`config.mk`:
```
export PLATFORM = sky130hd
export DESIGN_NAME = pe_row_feeder
export DESIGN_NICKNAME = d
export VERILOG_FILES = /design/src/rtl/pe_row_feeder.sv
export SDC_FILE = /design/constraint.sdc
export NUM_CORES = 1
export LEC_CHECK = 0
export ABC_AREA = 1
export CAP_MARGIN = 25
export CORE_AREA = 10 10 128 130
export CTS_CLUSTER_DIAMETER = 60
export DETAILED_ROUTE_END_ITERATION = 12
export DIE_AREA = 0 0 138 140
export DONT_BUFFER_PORTS = 1
export PLACE_DENSITY = 0.74
export SETUP_SLACK_MARGIN = 0.5
export SLEW_MARGIN = 20
export SYNTH_ARGS = -nofsm -noshare
export SYNTH_HDL_FRONTEND = slang
export SYNTH_SLANG_ARGS = --single-unit
```
`constraint.sdc`:
```
create_clock -name clk -period 3.1 [get_ports clk]
set_input_delay 0.62 -clock clk [delete_from_list [all_inputs] [get_ports clk]]
set_output_delay 0.62 -clock clk [all_outputs]
set_load 0.01 [all_outputs]
```
`src/rtl/pe_row_feeder.sv`:
```
// pe_row_feeder: fetches one filter row and one ifmap row from the
// scratchpad and streams weights, then iacts, to a 1D-conv PE.
module pe_row_feeder #(
  parameter int D_WIDTH    = 32,
  parameter int ADDR_WIDTH = 8,
  parameter int MAX_K      = 5,
  parameter int MAX_I      = 6
) (
  input  logic                  clk,
  input  logic                  rst_n,
  input  logic                  start,
  input  logic [3:0]            kernel_size,
  input  logic [3:0]            iact_size,
  input  logic [ADDR_WIDTH-1:0] weight_base,
  input  logic [ADDR_WIDTH-1:0] iact_base,
  output logic                  mem_rd_en,
  output logic [ADDR_WIDTH-1:0] mem_addr,
  input  logic [D_WIDTH-1:0]    mem_rdata,
  output logic [D_WIDTH-1:0]    weight_data,
  output logic                  weight_valid,
  input  logic                  weight_ready,
  output logic [D_WIDTH-1:0]    iact_data,
  output logic                  iact_valid,
  input  logic                  iact_ready,
  output logic                  busy,
  output logic                  done,
  output logic                  err
);

  localparam logic [3:0] MK = 4'(MAX_K);
  localparam logic [3:0] MI = 4'(MAX_I);

  typedef enum logic [1:0] {
    IDLE, WGT, ACT, DONE
  } state_t;

  state_t state, state_nx;

  logic [3:0]            k_q, i_q;
  logic [3:0]            rd_cnt, acc_cnt;
  logic [ADDR_WIDTH-1:0] wb_q, ib_q;
  logic                  pend;
  logic [1:0]            occ;
  logic [D_WIDTH-1:0]    head, tail;
  logic [D_WIDTH-1:0]    w_hold, i_hold;
  logic                  err_q;

  logic                  bad;
  logic                  act;
  logic [3:0]            n;
  logic [ADDR_WIDTH-1:0] base;
  logic                  vld, rdy, pop, last, issue;
  logic [2:0]            fill;

  // Size legality and per-cycle datapath control
  always_comb begin
    bad = (kernel_size == 4'd0) || (iact_size == 4'd0)
       || (kernel_size > iact_size)
       || (kernel_size > MK) || (iact_size > MI);
    act  = (state == WGT) || (state == ACT);
    n    = (state == WGT) ? k_q : i_q;
    base = (state == WGT) ? wb_q : ib_q;
    rdy  = (state == WGT) ? weight_ready : iact_ready;
    vld  = act && (occ != 2'd0);
    pop  = vld && rdy;
    last = pop && (acc_cnt == n - 4'd1);
    fill = {1'b0, occ} + {2'b0, pend};
    issue = act && (rd_cnt < n)
         && (fill < (pop ? 3'd3 : 3'd2));
  end

  // State register
  always_ff @(posedge clk or negedge rst_n) begin
    if (!rst_n) state <= IDLE;
    else        state <= state_nx;
  end

  // Next-state logic
  always_comb begin
    state_nx = state;
    unique case (state)
      IDLE: if (start && !bad) state_nx = WGT;
      WGT:  if (last) state_nx = ACT;
      ACT:  if (last) state_nx = DONE;
      DONE: state_nx = IDLE;
      default: state_nx = IDLE;
    endcase
  end

  // Output decode
  always_comb begin
    busy         = act;
    done         = (state == DONE);
    err          = err_q;
    weight_valid = (state == WGT) && (occ != 2'd0);
    iact_valid   = (state == ACT) && (occ != 2'd0);
    weight_data  = (state == WGT) ? head : w_hold;
    iact_data    = (state == ACT) ? head : i_hold;
    mem_rd_en    = issue;
    mem_addr     = issue ? base + ADDR_WIDTH'(rd_cnt) : '0;
  end

  // Transfer parameters captured on start; err flags a rejected start
  always_ff @(posedge clk or negedge rst_n) begin
    if (!rst_n) begin
      k_q   <= '0;
      i_q   <= '0;
      wb_q  <= '0;
      ib_q  <= '0;
      err_q <= 1'b0;
    end else begin
      err_q <= (state == IDLE) && start && bad;
      if ((state == IDLE) && start) begin
        k_q  <= kernel_size;
        i_q  <= iact_size;
        wb_q <= weight_base;
        ib_q <= iact_base;
      end
    end
  end

  // Per-phase read and accept counters
  always_ff @(posedge clk or negedge rst_n) begin
    if (!rst_n) begin
      rd_cnt  <= '0;
      acc_cnt <= '0;
    end else if (!act || last) begin
      rd_cnt  <= '0;
      acc_cnt <= '0;
    end else begin
      rd_cnt  <= rd_cnt + {3'b0, issue};
      acc_cnt <= acc_cnt + {3'b0, pop};
    end
  end

  // Read-in-flight flag and 2-entry skid FIFO
  always_ff @(posedge clk or negedge rst_n) begin
    if (!rst_n) begin
      pend <= 1'b0;
      occ  <= '0;
      head <= '0;
      tail <= '0;
    end else begin
      pend <= issue;
      unique case ({pend, pop})
        2'b10: begin
          if (occ == 2'd0) head <= mem_rdata;
          else             tail <= mem_rdata;
          occ <= occ + 2'd1;
        end
        2'b01: begin
          head <= tail;
          occ  <= occ - 2'd1;
        end
        2'b11: begin
          if (occ == 2'd1) begin
            head <= mem_rdata;
          end else begin
            head <= tail;
            tail <= mem_rdata;
          end
        end
        default: ;
      endcase
    end
  end

  // Inactive stream keeps showing its last word
  always_ff @(posedge clk or negedge rst_n) begin
    if (!rst_n) begin
      w_hold <= '0;
      i_hold <= '0;
    end else begin
      if (state == WGT) w_hold <= head;
      if (state == ACT) i_hold <= head;
    end
  end

endmodule

```
== Yosys cells after proc, flatten, opt, wreduce, memory -nomap -nowiden ==
Cells that the tools add are included.

* Add/subtract/negate cells: 7
* $lt $le $gt $ge: 5
* Equal/unequal tests: 14
* Mux-type cells: 20
* Reduce and logical (&&, ||, !) cells: 29

{| class="wikitable"
|+ Operator list
! cell !! number
|-
| $mux 32 || 6
|-
| $pmux 32 s3 || 1
|-
| $pmux 32 s2 || 1
|-
| $mux 8 || 2
|-
| $mux 4 || 3
|-
| $ne 2x2->1 const B || 6
|-
| $logic_and 1x1->1 || 10
|-
| $add 4x1->4 || 2
|-
| $add 8x4->8 || 1
|-
| $eq 2x2->1 const B || 4
|-
| $gt 4x3->1 const B || 2
|-
| $logic_not 4->1 || 2
|-
| $pmux 2 s4 || 1
|-
| $eq 2x1->1 const B || 3
|-
| $logic_or 1x1->1 || 6
|-
| $mux 2 || 3
|-
| $reduce_and 3->1 || 2
|-
| $reduce_bool 2->1 || 3
|-
| $eq 4x4->1 || 1
|-
| $gt 4x4->1 || 1
|-
| $logic_not 2->1 || 2
|-
| $lt 4x4->1 || 1
|-
| $pmux 2 s2 || 1
|-
| $sub 4x1->4 const B || 1
|-
| other kinds (8) || 10
|}

* Register bits: 166
* Input port bits: 61

== Longest topological paths before layout ==
* Depth after elaboration: 9
* Mapped depth: 16
* Gate-level depth less buffers: 15

== Worst setup path before layout ==
No wires, ideal clock.

* Kind: register -> output
* Start: register state[1]
* End: output mem_addr[7]
* Arrival time: 2479 ps
* Required time: 2480 ps
* Slack: 1 ps
* Cell stages (with the launch flop): 17
* Path buffers: 2
* Cells stage by stage: dfrtp_1 inv_1 ha_1 inv_2 clkbuf_1 clkbuf_1 nand2_1 nand2_1 ha_1 a21oi_1 nand2_1 nand2_1 a21oi_1 nand2_1 nor2_1 xor2_1 nor2_1

* Word-level cells in the longest chain between the ends: 8

{| class="wikitable"
|+ Ends and longest elaborated chain
! what !! line !! source
|-
| start, declared || 37 || <nowiki>state_t state, state_nx;</nowiki>
|-
| start signal, assigned || 75 || <nowiki>else state <= state_nx;</nowiki>
|-
| parallel branches: the longest is 7 deep, another holds $add 8x4->8 || n/a ||
|-
| $mux 8 * || 100 || <nowiki>mem_addr = issue ? base + ADDR_WIDTH'(rd_cnt) : '0;</nowiki>
|-
| end, declared || 17 || <nowiki>output logic [ADDR_WIDTH-1:0] mem_addr,</nowiki>
|}

Mark *: on every way between the ends.

== Worst setup path in the final report ==
* Start: register state[1]
* End: output mem_addr[6]

The elaborated chain is that of the path after synthesis.

==> summary.txt <==
Starting Density: 0.558
pre-CTS setup slack: 169 ps
cell area after layout: 0.00989 mm²
antenna violations before repair: 0
share of layout cells above drive strength 1: 0.299
WL/cell: 20.4 µm
unrepaired setup endpoints after global routing: true
vias in the first global route: 5,969
Vias: 6,031
Main synth FF type: dfrtp_1
Clock Skew: 7.46 ps
post-synthesis to final-layout area growth: 28.8%
Rows: 43
synthesized instance count: 836
Slew headroom: 0.735
critical path type: reg2out
PnR worst setup slack: -129 ps
synthesized net count: 924
P_leak: 4.93 nW
Final Hold Vio Count: 166
I/O pin total: 139
clock network fraction of design power: 0.170
Detailed Routing Iterations Pass 1: 5
gp weighted congestion: 0.830
Synth area leader: dfrtp_1
GRT Total Usage: 0.208
WHS: -118 ps
fin nets: 984
final WL: 22,200 µm
Fillers: 954
final core utilization: 0.718
async set or reset register ratio after synthesis: 1.00
antenna-violating nets left: 0
final worst path period share: 1.04
combinational share of power: 0.543
R2R cell count: 26
Port Buffers: 0
CTS tree: built
P_int: 7.68 mW
most common cell in the netlist: nand2_1
Post-Syn Area per Cell: 9.19 µm²
Final setup viols: 8
reg2reg end: state[1]
GR Overflow Total: 0
setup TNS: -410 ps
Synth area leaders: dfrtp_1 54%, nand2_1 14%, mux2_2 6.9%
fin crit period: 3230 ps
reg-to-reg slack, setup: -30 ps
sequential share of the synthesized area: 0.541
Final Max Slew Viols: 0
largest net degree at the start of global routing: 167
Cell Area, Placed: 0.00797 mm²
Pwr Total: 13.1 mW
achievable clock frequency: 310 MHz
Max Cap Viol: 0
H-tree depth: 4
post-DP HPWL: 13,000 µm
Post-Place Cells: 1,000
die footprint: 0.0193 mm²
CP most frequent cell: nand2_2
first-pass GRT wire length: 32,500 µm
synth cell count leaders: 279 x nand2_1, 166 x dfrtp_1, 105 x o21ai_0, 69 x inv_1, 47 x mux2_2
Sw Share: 0.412
warning count from the yosys run: 0
failing checks: negative hold slack, negative setup slack
worst hold path type: in2async
Via density: 5.54
clk root buf: clkbuf_16
slowest stage cell on the critical path: dfrtp_1
Worst setup SP type: register
Placeable Area: 0.0138 mm²
clk buf depth: 2
Pwr Density: 1320 mW/mm²
Die Span Y: 140 µm
post-synth top area share: 0.541
worst slew pin tran: 387 ps
Worst EP arrival: 2610 ps
Synth cell types: 40
clock slew at reported path FFs: 60 ps
Final Instance Count excl. Fillers: 1,089
Sink Count: 166
Post-Syn Area: 0.00768 mm²
sequential power share: 0.287
run status: finished with violations
CP cell instances: inv_2 -> ha_4 -> inv_8 -> nand2_2 -> nand2_2 -> ha_4 -> inv_2 -> fa_2 -> nor2_4 -> o21ai_2 -> a21oi_2 -> nand2_2 -> nand2_2 -> nand2_2 -> nor2_4
P_sw: 5.39 mW
critical path's largest stage delay: 390 ps
# DRC: 0
CTS buffer count: 17
RR Startpoint: state[1]
maximum fanout along the worst path: 8
maximum vdd drop: 750 µV
Worst EP required: 2480 ps
worst skew pair latency: 440 ps
Post-synth EDFFs: 0
crit end category: primary output
post-synthesis register bit count: 166
n_diodes: 0
Detailed Route Iter0 Violations: 367
die width: 138 µm
==> placed cells by master, fill, tap and decap left out, types with 19 or more instances in the layout <==
cell,instances
buf_4,37
o21ai_0,68
dfrtp_1,165
mux2_4,29
buf_6,24
clkbuf_16,19
ha_1,19
inv_1,64
o21ai_2,24
nand2_2,29
nand2_1,251
==> per-layer routing <==
layer	share of wire	up-vias	global-route usage
li1	-	2790	-
met1	0.39	2991	0.237
met2	0.51	193	0.350
met3	0.075	57	0.0727
met4	0.030	0	0.0810
met5	0	-	0
==> cells by family (layout without fill, tap and decap cells) <==
group,after synthesis,in the layout,synth area share
mux,50,50,0.0728
xor+xnor,7,7,0.00798
buf+inv,109,181,0.0552
compound gates,125,125,0.0849
fa+ha+maj,27,27,0.0450
flops,166,166,0.541
simple gates,352,353,0.193
==> state kept, by name, summed over array words and instances, names as in the netlist, 2 cells and up <==
name     count
acc_cnt      4
head        32
i_hold      32
i_q          4
ib_q         8
k_q          4
occ          2
rd_cnt       4
state        2
tail        32
w_hold      32
wb_q         8
==> layout make-up <==
class	count	area, µm²	area share
Clock buffer	21	440	0.0445
Clock inverter	11	174	0.0176
Inverter	72	288	0.0291
Multi-Input combinational cell	562	3710	0.375
Sequential cell	166	4160	0.420
Tap cell	180	225	0.0228
Timing Repair Buffer	77	896	0.0906
==> repair_timing <==
action                                  4_1_cts  5_1_grt
pin swaps                                    25       34
setup buffers                                29       21
endpoints found under the hold margin       166      166
gates resized for setup                      60      166
endpoints found under the setup margin       72       87
cloned                                        3        3
==> worst max path at each step <==
stage                   from           to  slack, ps  cells after the start
floorplan           state[1]  mem_addr[6]        280                     16
global placement    state[1]  mem_addr[7]        250                     14
detailed placement  state[1]  mem_addr[7]        170                     14
CTS                 state[0]  mem_addr[7]        -90                     13
global route        state[1]  mem_addr[7]       -240                     14
finish              state[1]  mem_addr[6]       -130                     15
==> critical path: cells and delay by family (launching register included) <==
kind,cells,cell delay (ps)
AO/OA/AOI/OAI,2,250
adder cells (fa/ha/maj),3,730
AND/OR/NAND/NOR,7,590
flip-flops,1,390
buffers and inverters,3,210
==> power by group through the flow <==
| stage | clock, mW | sequential [mW] | combinational (mW) |
|---|---|---|---|
| 3_3_place_gp | 0 | 3.70 | 4.47 |
| 4_1_cts | 2.25 | 3.73 | 5.65 |
| 6_report | 2.22 | 3.76 | 7.10 |
| 3_5_place_dp | 0 | 3.75 | 4.67 |
| 2_1_floorplan | 0 | 3.58 | 3.59 |
| 5_1_grt | 2.34 | 3.86 | 7.65 |
No activity file was read; power rests on OpenSTA's default activity.
==> edit (same settings) <==
Make the reset (`rst_n`) synchronous in 5 clocked blocks.
--- a/src/rtl/pe_row_feeder.sv
+++ b/src/rtl/pe_row_feeder.sv
@@ -71,5 +71,5 @@
 
   // State register
-  always_ff @(posedge clk or negedge rst_n) begin
+  always_ff @(posedge clk) begin
     if (!rst_n) state <= IDLE;
     else        state <= state_nx;
@@ -102,5 +102,5 @@
 
   // Transfer parameters captured on start; err flags a rejected start
-  always_ff @(posedge clk or negedge rst_n) begin
+  always_ff @(posedge clk) begin
     if (!rst_n) begin
       k_q   <= '0;
@@ -121,5 +121,5 @@
 
   // Per-phase read and accept counters
-  always_ff @(posedge clk or negedge rst_n) begin
+  always_ff @(posedge clk) begin
     if (!rst_n) begin
       rd_cnt  <= '0;
@@ -135,5 +135,5 @@
 
   // Read-in-flight flag and 2-entry skid FIFO
-  always_ff @(posedge clk or negedge rst_n) begin
+  always_ff @(posedge clk) begin
     if (!rst_n) begin
       pend <= 1'b0;
@@ -167,5 +167,5 @@
 
   // Inactive stream keeps showing its last word
-  always_ff @(posedge clk or negedge rst_n) begin
+  always_ff @(posedge clk) begin
     if (!rst_n) begin
       w_hold <= '0;
Behaviour: differs if rst_n is asserted again (counterexample within 4 cycles, from zero or initial values and one cycle with rst_n low); with rst_n held inactive, the same outputs for 4 cycles.
==> edit against the original RTL <==
Final cell count increased by 20%. Sequential share of layout area down 10 points. First-iteration DRC count increased by 63%. Worst setup slack improved by 7.3 ps. The flow finishes with violations (setup timing). Die area stayed put. Critical endpoint unchanged. Synthesized area is 1.7% lower. Final area grew 5.2%. Power fell by 30%. Sequential cell count is the same. Routed wire length is 16% higher. Combinational power is 40% lower. Utilization is 3.7 points higher. Non-clock buffer count increased by 14.
==> edit: results (changes against the original RTL) <==
global-route wire length before repair 35100 um (was 32500 um); largest net degree at the start of global routing 70 (was 167); placed instance area 0.00778 sq mm (was 0.00797 sq mm); FF-to-FF setup slack 190 ps (was -30 ps); worst min path class primary input to flip-flop (was primary input to async pin); Synthesized Nets 1148 (was 924); Slew HR 0.675 (was 0.735); Worst R2R Start state[1] (unchanged); leakage 4.46 nW (was 4.93 nW); commonest register cell after synthesis dfxtp_1 (was dfrtp_1); total wire length 25800 um (was 22200 um); Max VDD drop 0.481 mV (was 0.750 mV); setup ws final -122 ps (was -129 ps); vias in the first global route 6525 (was 5969); Synth async-reset ratio 0 (was 1.00); worst hold start rst_n; outcome finished with violations (unchanged); 1st-iter DRT viols 599 (was 367); crit path DAT 2600 ps (was 2610 ps); # nets final 1199 (was 984); Layout fillers 946 (was 954); layout cells sized above 1 0.308 (was 0.299); top cells by area, synth dfxtp_1, nand2_1, a21oi_1 (was dfrtp_1, nand2_1, mux2_2); CTS Buf Count 17 (unchanged); reg-to-reg endpoint head[0] (was state[1]); Clk Latency, worst-skew pair 440 ps (about the same); Ys Warns 0 (unchanged); Total GRT Usage 0.222 (was 0.208); Synth cell types 35 (was 40); failing checks setup timing (was hold timing, setup timing); Seq/Total Area, Yosys 0.440 (was 0.541); area delta synth->final 37.7% (was 28.8%); CTS Root Cell clkbuf_16 (unchanged); Vias/cell 5.68 (was 5.54); commonest cells in the netlist nand2_1, dfxtp_1, a21oi_1, o21ai_0, nor2_1 (was nand2_1, dfrtp_1, o21ai_0, inv_1, mux2_2); RePlAce Congestion 0.825 (was 0.830); initial antenna violation count 1 (was 0); Final Skew 11.2 ps (was 7.46 ps); Detail Placement HPWL 13000 um (about the same); hold_ws 314 ps (was -118 ps); final worst-path cycle share 1.04 (about the same); # setup viols final 4 (was 8); R2R depth 22 (was 26)
==> edit: cell types whose count changed after synthesis, moves of 4 or more <==
cell,delta
a21oi_1,+132
clkbuf_1,+19
dfrtp_1,-166
dfxtp_1,+166
inv_1,+8
mux2_2,-47
nand2_1,-29
nand2_2,-7
nand2_4,-4
nor2_1,+97
o21ai_0,+20
or2_1,+30
==> edit: cells by family (layout without fill, tap and decap cells) <==
kind of cell | after synthesis | in the layout | share of synthesized area
compound gates | 275 | 275 | 0.184
flops | 166 | 166 | 0.440
simple gates | 440 | 440 | 0.245
fa+ha+maj | 27 | 27 | 0.0457
other cells | 0 | 1 | 0
mux | 4 | 4 | 0.00530
buf+inv | 141 | 205 | 0.0722
xor+xnor | 7 | 7 | 0.00812
==> edit: how the worst max path moves through the flow <==
stage / depth (start not counted) / start / slack (ps) / to
2_1_floorplan: 18 / state[1] / 170 / mem_addr[6]
3_3_place_gp: 14 / state[1] / 230 / tail[15]
3_5_place_dp: 15 / state[1] / 170 / head[25]
4_1_cts: 16 / state[1] / 30 / mem_addr[6]
5_1_grt: 16 / state[1] / -200 / mem_addr[6]
6_report: 16 / state[1] / -120 / mem_addr[6]
==> edit: cell type report <==
type,count,area share
clock inverters,13,0.0166
well taps,180,0.0217
repair buffers,91,0.112
multi-input cells,753,0.456
clock buffers,19,0.0416
inverters,81,0.0315
flip-flops and latches,166,0.320
diodes,1,0.000241
repair inverters,1,0.000481
==> edit: critical path: stages (launching register included) <==
cell and delay, ps:
dfxtp_2 360, inv_4 40, ha_4 200, inv_4 90, nand2_4 60, nand2_4 60
ha_4 130, inv_2 40, fa_2 350, inv_2 80, nand2_2 60, nand2_2 90
a21oi_4 60, nor2_2 150, nand2_2 90, xnor2_2 140, nor2_2 160
==> edit: power by group <==
| group | internal [mW] | leakage (nW) | switching (mW) |
|---|---|---|---|
| sequential | 2.47 | 1.35 | 0.264 |
| combinational | 1.78 | 2.84 | 2.49 |
| clock | 1.28 | 0.274 | 0.925 |
| total | 5.53 | 4.46 | 3.67 |
==> edit: metrics by stage <==
stage	setup TNS, ps	worst slack, ps	instances	total power, mW
finish	-300	-122	1305	9.20
global route	-832	-204	1305	9.59
CTS	0	31.3	1282	8.34
detailed placement	0	167	1202	5.18
global placement	0	229	1202	5.13
floorplan	0	173	1060	4.58
==> edit: metal layers <==
metal	share of wire	global-route usage	wire [um]
met3	0.089	0.0774	2300
met5	0	0	0
met2	0.49	0.363	12700
met4	0.040	0.0860	1040
met1	0.38	0.261	9770
==> edit: timing repair <==
item / CTS / global route
cloned: 11 / 4
buffers inserted: 37 / 18
hold buffers: 0 / 0
pin swaps: 43 / 64
setup endpoints to repair: 76 / 131
gates resized for setup: 125 / 266
